--- src/rtl/isa_pkg.sv ---
// isa_pkg
// Shared encodings for the 9-bit core: opcode values, the opcode class
// used by the sequencer and ALU, and the sequencer state encoding.
// No ports (package).
package isa_pkg;

  localparam logic [2:0] OP_LOAD  = 3'b100;
  localparam logic [2:0] OP_STORE = 3'b101;
  localparam logic [2:0] OP_JZ    = 3'b110;
  localparam logic [2:0] OP_JMP   = 3'b111;

  typedef enum logic [2:0] {
    CLS_ALU   = 3'd0,
    CLS_LOAD  = 3'd1,
    CLS_STORE = 3'd2,
    CLS_JZ    = 3'd3,
    CLS_JMP   = 3'd4
  } op_class_t;

  localparam logic [2:0] ST_IDLE   = 3'd0;
  localparam logic [2:0] ST_FETCH  = 3'd1;
  localparam logic [2:0] ST_DECODE = 3'd2;
  localparam logic [2:0] ST_EXEC   = 3'd3;
  localparam logic [2:0] ST_MEM    = 3'd4;
  localparam logic [2:0] ST_WB     = 3'd5;
  localparam logic [2:0] ST_HALT   = 3'd6;

  typedef enum logic [2:0] {
    SEQ_IDLE   = ST_IDLE,
    SEQ_FETCH  = ST_FETCH,
    SEQ_DECODE = ST_DECODE,
    SEQ_EXEC   = ST_EXEC,
    SEQ_MEM    = ST_MEM,
    SEQ_WB     = ST_WB,
    SEQ_HALT   = ST_HALT
  } seq_state_t;

endpackage

--- src/rtl/op_class_decode.sv ---
// op_class_decode
// Combinational opcode -> instruction class map.
// Ports:
//   opcode   in  3  mach_code[8:6]
//   op_class out    decoded class (0xx opcodes are all ALU)
module op_class_decode
  import isa_pkg::*;
(
  input  logic [2:0] opcode,
  output op_class_t  op_class
);

  always_comb begin
    case (opcode)
      OP_LOAD:  op_class = CLS_LOAD;
      OP_STORE: op_class = CLS_STORE;
      OP_JZ:    op_class = CLS_JZ;
      OP_JMP:   op_class = CLS_JMP;
      default:  op_class = CLS_ALU;
    endcase
  end

endmodule

--- src/rtl/core_sequencer.sv ---
// core_sequencer
// Multi-cycle instruction sequencer for the 9-bit core. Steps each
// instruction through fetch/decode/exec/mem/wb and issues one-cycle
// enables so memory and register file are never strobed together.
// Ports:
//   clk, reset (sync, active-high), start (pulse, IDLE only)
//   opcode[2:0], pc[9:0], zero_flag       - datapath status
//   ir_load, pc_en, branch_take            - fetch / PC control
//   reg_write_en, wb_sel_mem               - register writeback
//   mem_read_en, mem_write_en              - data memory
//   busy, done, instr_count[CNT_W-1:0]     - status
//
// state  | meaning
// IDLE   | waiting for start
// FETCH  | load IR, or halt when pc == DONE_PC
// DECODE | capture opcode class
// EXEC   | ALU cycle; branches retire here
// MEM    | load read / store write (store retires)
// WB     | register write, retire
// HALT   | terminal until reset
module core_sequencer
  import isa_pkg::*;
#(
  parameter int DONE_PC = 128,
  parameter int CNT_W   = 16
) (
  input  logic             clk,
  input  logic             reset,
  input  logic             start,
  input  logic [2:0]       opcode,
  input  logic [9:0]       pc,
  input  logic             zero_flag,
  output logic             ir_load,
  output logic             pc_en,
  output logic             branch_take,
  output logic             reg_write_en,
  output logic             wb_sel_mem,
  output logic             mem_read_en,
  output logic             mem_write_en,
  output logic             busy,
  output logic             done,
  output logic [CNT_W-1:0] instr_count
);

  localparam logic [9:0] DONE_PC_V = 10'(DONE_PC);

  logic [2:0] state;
  logic [2:0] state_nxt;
  op_class_t  cls;
  op_class_t  dec_cls;
  logic       at_done_pc;

  op_class_decode u_op_class_decode (
    .opcode   (opcode),
    .op_class (dec_cls)
  );

  assign at_done_pc = (pc == DONE_PC_V);

  always_comb begin
    state_nxt = state;
    case (state)
      ST_IDLE:   if (start) state_nxt = ST_FETCH;
      ST_FETCH:  state_nxt = at_done_pc ? ST_HALT : ST_DECODE;
      ST_DECODE: state_nxt = (dec_cls == CLS_LOAD || dec_cls == CLS_STORE) ? ST_MEM : ST_EXEC;
      ST_EXEC:   state_nxt = (cls == CLS_ALU) ? ST_WB : ST_FETCH;
      ST_MEM:    state_nxt = (cls == CLS_STORE) ? ST_FETCH : ST_WB;
      ST_WB:     state_nxt = ST_FETCH;
      ST_HALT:   state_nxt = ST_HALT;
      default:   state_nxt = ST_IDLE;
    endcase
  end

  always_ff @(posedge clk) begin
    if (reset) begin
      state       <= ST_IDLE;
      cls         <= CLS_ALU;
      done        <= 1'b0;
      instr_count <= '0;
    end else begin
      state <= state_nxt;
      done  <= (state_nxt == ST_HALT);
      if (state == ST_DECODE) cls <= dec_cls;
      if (pc_en && instr_count != '1) instr_count <= instr_count + CNT_W'(1);
    end
  end

  // Strobes are masked while reset is asserted so an aborted instruction
  // issues nothing in the reset cycle itself.
  always_comb begin
    ir_load      = 1'b0;
    pc_en        = 1'b0;
    branch_take  = 1'b0;
    reg_write_en = 1'b0;
    wb_sel_mem   = 1'b0;
    mem_read_en  = 1'b0;
    mem_write_en = 1'b0;
    busy         = 1'b0;
    if (!reset) begin
      busy = (state != ST_IDLE) && (state != ST_HALT);
      case (state)
        ST_FETCH: ir_load = !at_done_pc;
        ST_EXEC: begin
          if (cls == CLS_JZ || cls == CLS_JMP) begin
            pc_en       = 1'b1;
            branch_take = (cls == CLS_JMP) || zero_flag;
          end
        end
        ST_MEM: begin
          if (cls == CLS_STORE) begin
            mem_write_en = 1'b1;
            pc_en        = 1'b1;
          end else begin
            mem_read_en = 1'b1;
          end
        end
        ST_WB: begin
          reg_write_en = 1'b1;
          pc_en        = 1'b1;
          wb_sel_mem   = (cls == CLS_LOAD);
        end
        default: ;
      endcase
    end
  end

endmodule

--- config.mk ---
export PLATFORM = sky130hd
export DESIGN_NAME = core_sequencer
export DESIGN_NICKNAME = d
export VERILOG_FILES = /design/src/rtl/isa_pkg.sv /design/src/rtl/op_class_decode.sv /design/src/rtl/core_sequencer.sv
export SDC_FILE = /design/constraint.sdc
export NUM_CORES = 1
export LEC_CHECK = 0
export ABC_AREA = 0
export CAP_MARGIN = 10
export CORE_MARGIN = 2
export CORE_UTILIZATION = 39
export DETAILED_ROUTE_END_ITERATION = 8
export PLACE_DENSITY = 0.65
export SLEW_MARGIN = 15
export SYNTH_ARGS = -nofsm -noshare
export SYNTH_HDL_FRONTEND = slang
export SYNTH_HIERARCHICAL = 1
export SYNTH_SLANG_ARGS = --single-unit
--- constraint.sdc ---
create_clock -name clk -period 5.45 [get_ports clk]
set_input_delay 1.09 -clock clk [delete_from_list [all_inputs] [get_ports clk]]
set_output_delay 1.09 -clock clk [all_outputs]
set_load 0.05 [all_outputs]
Word level (Yosys, flattened, before mapping)

Cells that the tools add are included.

Bits in registers: 23
Latch bits: 0
Bits in writable memories: 0
Memory bits (read-only): 0
Input bits: 17
Output and inout bits: 25
Logic and storage cells: 60
Memories kept: 0

Add/sub/neg operators: 1
Multipliers: 0
Divide/modulo/power cells: 0
$lt $le $gt $ge: 0
Equal/unequal tests: 20
Shift operators: 0
Multiplexer cells: 26
Bitwise gates (word level): 0
Reductions and logical operators: 9

Operators by type and width:

| cell                                                 | count |
|---|---|
| equality test 3 bit, second input constant           | 9 |
| case mux 3 bit (7 select lines)                      | 1 |
| 2-to-1 mux 1 bit                                     | 18 |
| adder 16 x 1 -> 16 bit, second input constant        | 1 |
| inequality test 16 bit, second input constant        | 1 |
| equality test 3 x 2 -> 1 bit, second input constant  | 5 |
| 2-to-1 mux 3 bit                                     | 5 |
| case mux 3 bit (4 select lines)                      | 1 |
| equality test 10 x 8 -> 1 bit, second input constant | 1 |
| equality test 3 x 1 -> 1 bit, second input constant  | 3 |
| zero test 3 bit                                      | 2 |
| logical OR 1 bit                                     | 3 |
| inequality test 3 bit, second input constant         | 1 |
| case mux 1 bit (3 select lines)                      | 1 |
| nonzero test 3 bit                                   | 1 |
| logical AND 1 bit                                    | 2 |
| zero test 1 bit                                      | 1 |

Depth between registers and ports, before layout

Word-level depth: 7
Mapped depth: 9
Mapped depth without buffers: 7

Modules after synthesis

The synthesis kept the hierarchy.

Modules (own cells, without submodules):

| module          | times used | cells each | area each (sq um) | seq. area each (sq um) |
|---|---|---|---|---|
| core_sequencer  | 1          | 168        | 1,341.3           | 460.4 |
| op_class_decode | 1          | 4          | 31.3              | 0.0 |

Least setup slack after synthesis

OpenSTA, ideal clock, no wires.

Kind: input -> output
Start: in reset
End: out branch_take
Arrival time: 2.571 ns
Data required time: 4.360 ns
Slack: 1.789 ns
Stages on the path: 3
Path buffers: 2
Path through: clkbuf_1 -> clkbuf_1 -> nor3_1

Longest elaborated chain between the ends: 1

Ends and longest elaborated chain:

| what               | line                 | source |
|---|---|---|
| start: declaration | core_sequencer.sv:28 | `input logic reset,` |
| 2-to-1 mux 1 bit   | core_sequencer.sv:99 | `if (!reset) begin` |
| end: declaration   | core_sequencer.sv:35 | `output logic branch_take,` |

Every way passes these cells.

Final worst setup path

Start: in reset
End: out pc_en

Longest elaborated chain between the ends: 1

Ends and longest elaborated chain:

| what             | line                 | source |
|---|---|---|
| 2-to-1 mux 1 bit | core_sequencer.sv:99 |  |
| end: declaration | core_sequencer.sv:34 | `output logic pc_en,` |

Every way passes these cells.

==> metrics.txt <==
# TYPE chip_impl_metric gauge
chip_impl_metric{name="postSynthAreaPerCell",unit="sq um"} 7.98
chip_impl_metric{name="per_cell_routed_wire_length",unit="um"} 13.3
chip_impl_metric{name="cp_max_fo",unit=""} 20
chip_impl_metric{name="cts-resized-gates",unit=""} 0
chip_impl_metric{name="syn-instance-count",unit=""} 172
chip_impl_metric{name="synthAdderAreaFrac",unit=""} 0.00912
chip_impl_metric{name="portBuffers",unit=""} 41
chip_impl_metric{name="seq_area_frac_synth",unit=""} 0.335
chip_impl_metric{name="clock_skew",unit="ps"} 7.05
chip_impl_metric{name="number_of_antenna_violations_at_the_first_check_in_global_routing",unit=""} 0
chip_impl_metric{name="detail_route.first_pass.iterations",unit=""} 5
chip_impl_metric{name="slew_violations",unit=""} 0
chip_impl_metric{name="setup-violations-final",unit=""} 0
chip_impl_metric{name="hold_viol_final",unit=""} 0
chip_impl_metric{name="detailed_place_hpwl",unit="um"} 2490
chip_impl_info{name="biggest_area_contributors_in_the_synthesized_netlist",value="sky130_fd_sc_hd__dfxtp_1, sky130_fd_sc_hd__a21oi_1, sky130_fd_sc_hd__o31ai_1"} 1
chip_impl_metric{name="grt_pass1_vias",unit=""} 1338
chip_impl_metric{name="placed_instance_area",unit="sq um"} 1790
chip_impl_metric{name="max_freq",unit="MHz"} 235
chip_impl_metric{name="cts-root-to-sink-buffers",unit=""} 2
chip_impl_metric{name="globalRoute.totalOverflow",unit=""} 0
chip_impl_info{name="startpoint_type",value="input pin"} 1
chip_impl_metric{name="holdPathStages",unit=""} 2
chip_impl_metric{name="cts_h_tree_lvls",unit=""} 1
chip_impl_metric{name="first_pass_grt_wire_length",unit="um"} 5840
chip_impl_metric{name="clock-sinks",unit=""} 23
chip_impl_metric{name="clock_insertion_delay_worst_skew",unit="ps"} 310
chip_impl_metric{name="fin_total_pwr",unit="uW"} 316
chip_impl_metric{name="register_bit_total_from_synthesis",unit=""} 23
chip_impl_metric{name="ys_async_sr_fraction",unit=""} 0
chip_impl_metric{name="vdd_drop_max",unit="V"} 0.0000886
chip_impl_metric{name="count_of_fill_cells_added_during_filler_insertion",unit=""} 346
chip_impl_metric{name="yosysTopAreaCellShare",unit=""} 0.335
chip_impl_metric{name="layout_min_cycle_time",unit="ps"} 4260
chip_impl_metric{name="grt_start_max_net_pins",unit=""} 21
chip_impl_metric{name="max_cap_violations",unit=""} 0
chip_impl_metric{name="routed_wirelength",unit="um"} 3370
chip_impl_metric{name="worst_ep_required_time",unit="ps"} 4360
chip_impl_metric{name="final.period_utilization",unit=""} 0.782
chip_impl_metric{name="track_usage",unit=""} 0.177
chip_impl_metric{name="number_of_nets_in_the_finished_design",unit=""} 227
chip_impl_metric{name="ios",unit=""} 42
chip_impl_info{name="holdCritPathClass",value="reg -> reg"} 1
chip_impl_metric{name="clock_buffer_count_from_cts",unit=""} 3
chip_impl_metric{name="placer_s_final_routability_congestion_estimate",unit=""} 0.820
chip_impl_metric{name="syn-num-nets",unit=""} 190
chip_impl_info{name="worst-setup-path-type",value="in -> out"} 1
chip_impl_metric{name="worstMarginPinSlew",unit="ps"} 865
chip_impl_metric{name="floorplan.initialDensity",unit=""} 0.408
chip_impl_metric{name="share_of_cells_above_drive_strength_1",unit=""} 0.0721
chip_impl_metric{name="dieWidth",unit="um"} 63.3
chip_impl_info{name="setup.worst_path.end_class",value="primary output"} 1
chip_impl_metric{name="cts.clk_slew.worst_paths",unit="ps"} 120
chip_impl_info{name="cts_root_buf",value="sky130_fd_sc_hd__clkbuf_4"} 1
chip_impl_metric{name="max-slew-margin-rel",unit=""} 0.420
chip_impl_metric{name="antenna_violating_nets_post_route",unit=""} 0
chip_impl_metric{name="final_cell_area",unit="sq um"} 1820
chip_impl_metric{name="edff_count_synth",unit=""} 0
chip_impl_metric{name="synth_area",unit="sq um"} 1370
chip_impl_metric{name="dr.first_iter.drc_count",unit=""} 58
chip_impl_metric{name="yosysWarningCount",unit=""} 6
chip_impl_info{name="largest_family_of_logic_cells_by_synthesized_area",value="simple AND/OR/NAND/NOR gates"} 1
chip_impl_metric{name="diodes",unit=""} 0
chip_impl_metric{name="worst-endpoint-arrival",unit="ps"} 3170
chip_impl_info{name="synth_top_cell_by_area",value="sky130_fd_sc_hd__dfxtp_1"} 1
chip_impl_metric{name="remaining_drc_errors",unit=""} 0
chip_impl_metric{name="design.die.area",unit="sq um"} 4010
chip_impl_metric{name="drt-vias-per-instance",unit=""} 5.65
chip_impl_metric{name="synth-simple-area-share",unit=""} 0.318
chip_impl_info{name="synthFlopType",value="sky130_fd_sc_hd__dfxtp_1"} 1
chip_impl_info{name="status",value="finished clean"} 1
chip_impl_info{name="grt_setup_unrepaired",value="false"} 1
chip_impl_metric{name="power.density_cell_area",unit="nW/um^2"} 173
chip_impl_metric{name="layout-area-overhead-vs-synth",unit="%"} 32.6
chip_impl_metric{name="core_area",unit="sq um"} 3360
chip_impl_metric{name="leakage",unit="uW"} 0.000592
chip_impl_metric{name="share_of_the_synthesized_area_in_compound_gates_ao_oa_aoi_oai",unit=""} 0.246
chip_impl_metric{name="timing.setup.tns",unit="ps"} 0
chip_impl_metric{name="synth_xor_xnor_area_share",unit=""} 0.0128
chip_impl_metric{name="fp.dieH",unit="um"} 63.3
chip_impl_metric{name="cts_hold_buf",unit=""} 0
chip_impl_metric{name="yosysUniqueCellTypes",unit=""} 45
chip_impl_metric{name="cts.repair_timing.setup_buffer_count",unit=""} 0
chip_impl_metric{name="worst_r2r_path_depth",unit=""} 5
chip_impl_metric{name="muxShareOfSynthArea",unit=""} 0.0164
chip_impl_info{name="tritoncts",value="done"} 1
chip_impl_metric{name="row_count",unit=""} 21
chip_impl_metric{name="routed-via-count",unit=""} 1434
==> report_power, final <==
| group | internal [uW] | switching [uW] | leakage, uW |
|---|---|---|---|
| clock network | 27.4 | 52.0 | 0.0000177 |
| registers | 172 | 9.26 | 0.000186 |
| logic | 26.1 | 29.6 | 0.000389 |
==> cell usage in the layout (no fill, tap or decap), types with 4 or more instances in the layout <==
cell | synthesis | routed
sky130_fd_sc_hd__nand4_1 | 5 | 5
sky130_fd_sc_hd__o31ai_1 | 9 | 9
sky130_fd_sc_hd__inv_1 | 8 | 8
sky130_fd_sc_hd__and3_1 | 4 | 4
sky130_fd_sc_hd__o21ai_0 | 7 | 7
sky130_fd_sc_hd__nand2_1 | 9 | 9
sky130_fd_sc_hd__clkdlybuf4s50_1 | 0 | 41
sky130_fd_sc_hd__dfxtp_1 | 23 | 23
sky130_fd_sc_hd__nor2_1 | 15 | 15
sky130_fd_sc_hd__a21oi_1 | 17 | 17
sky130_fd_sc_hd__nand3_1 | 6 | 6
sky130_fd_sc_hd__or4_1 | 8 | 8
sky130_fd_sc_hd__nor3_1 | 5 | 5
==> sequential cells by signal, indices dropped and copies added, names as in the netlist <==
register and count:
instr_count 16, done 1, cls 3, state 3
==> worst max-delay path: stages <==
cell                              delay (ps)
sky130_fd_sc_hd__clkdlybuf4s50_1         570
sky130_fd_sc_hd__a21oi_1                 310
sky130_fd_sc_hd__o21ai_2                 250
sky130_fd_sc_hd__inv_1                   140
sky130_fd_sc_hd__clkdlybuf4s50_1         800
==> final cells by class <==
cell class,count,area (sq um),area share
Tap cell,46,57.6,0.0316
Clock buffer,3,22.5,0.0124
Timing Repair Buffer,42,418,0.230
Multi-Input combinational cell,131,827,0.454
Clock inverter,1,5.00,0.00275
Sequential cell,23,460,0.253
Inverter,8,30.0,0.0165
==> routing by layer <==
| layer | part of all wire | global-route usage | wire length (um) |
|---|---|---|---|
| met2 | 0.51 | 0.332 | 1700 |
| met5 | 0 | 0 | 0 |
| met4 | 0.0065 | 0.0408 | 22 |
| met1 | 0.45 | 0.209 | 1520 |
| met3 | 0.035 | 0.0268 | 118 |
==> worst paths after layout <==
check | startpoint | slack, ps | endpoint
max reg2reg | instr_count[4] | 3010 | instr_count[11]
min reg2reg | instr_count[7] | 510 | instr_count[7]
min | instr_count[7] | 510 | instr_count[7]
max | reset | 1190 | pc_en
==> through the flow <==
step / utilization / setup WS [ps] / std cells / hold slack, ps
2_1_floorplan: - / 1790 / 172 / 483
3_3_place_gp: 0.533 / 1260 / 250 / 491
3_5_place_dp: 0.533 / 1200 / 250 / 495
4_1_cts: 0.541 / 1190 / 254 / 513
5_1_grt: 0.541 / 1040 / 254 / 543
6_report: 0.541 / 1190 / 254 / 509
==> synthesized netlist by cell type (2+ instances only) <==
master / number
sky130_fd_sc_hd__a21oi_1: 17
sky130_fd_sc_hd__a31oi_1: 2
sky130_fd_sc_hd__and3_1: 4
sky130_fd_sc_hd__buf_2: 2
sky130_fd_sc_hd__buf_6: 2
sky130_fd_sc_hd__clkbuf_1: 6
sky130_fd_sc_hd__dfxtp_1: 23
sky130_fd_sc_hd__inv_1: 8
sky130_fd_sc_hd__nand2_1: 9
sky130_fd_sc_hd__nand2b_1: 3
sky130_fd_sc_hd__nand3_1: 6
sky130_fd_sc_hd__nand3b_1: 2
sky130_fd_sc_hd__nand4_1: 5
sky130_fd_sc_hd__nor2_1: 15
sky130_fd_sc_hd__nor2b_1: 3
sky130_fd_sc_hd__nor3_1: 5
sky130_fd_sc_hd__nor4_1: 3
sky130_fd_sc_hd__nor4b_1: 2
sky130_fd_sc_hd__o21a_1: 2
sky130_fd_sc_hd__o21ai_0: 7
sky130_fd_sc_hd__o311ai_0: 3
sky130_fd_sc_hd__o31ai_1: 9
sky130_fd_sc_hd__o41ai_1: 2
sky130_fd_sc_hd__or3_1: 3
sky130_fd_sc_hd__or4_1: 8
sky130_fd_sc_hd__xor2_1: 2
==> cell families after synthesis <==
group | Yosys count
buf+inv | 18
fa+ha+maj | 1
simple gates | 76
flops | 23
mux | 2
compound gates | 50
xor+xnor | 2
(Power assumes the default switching activity.)
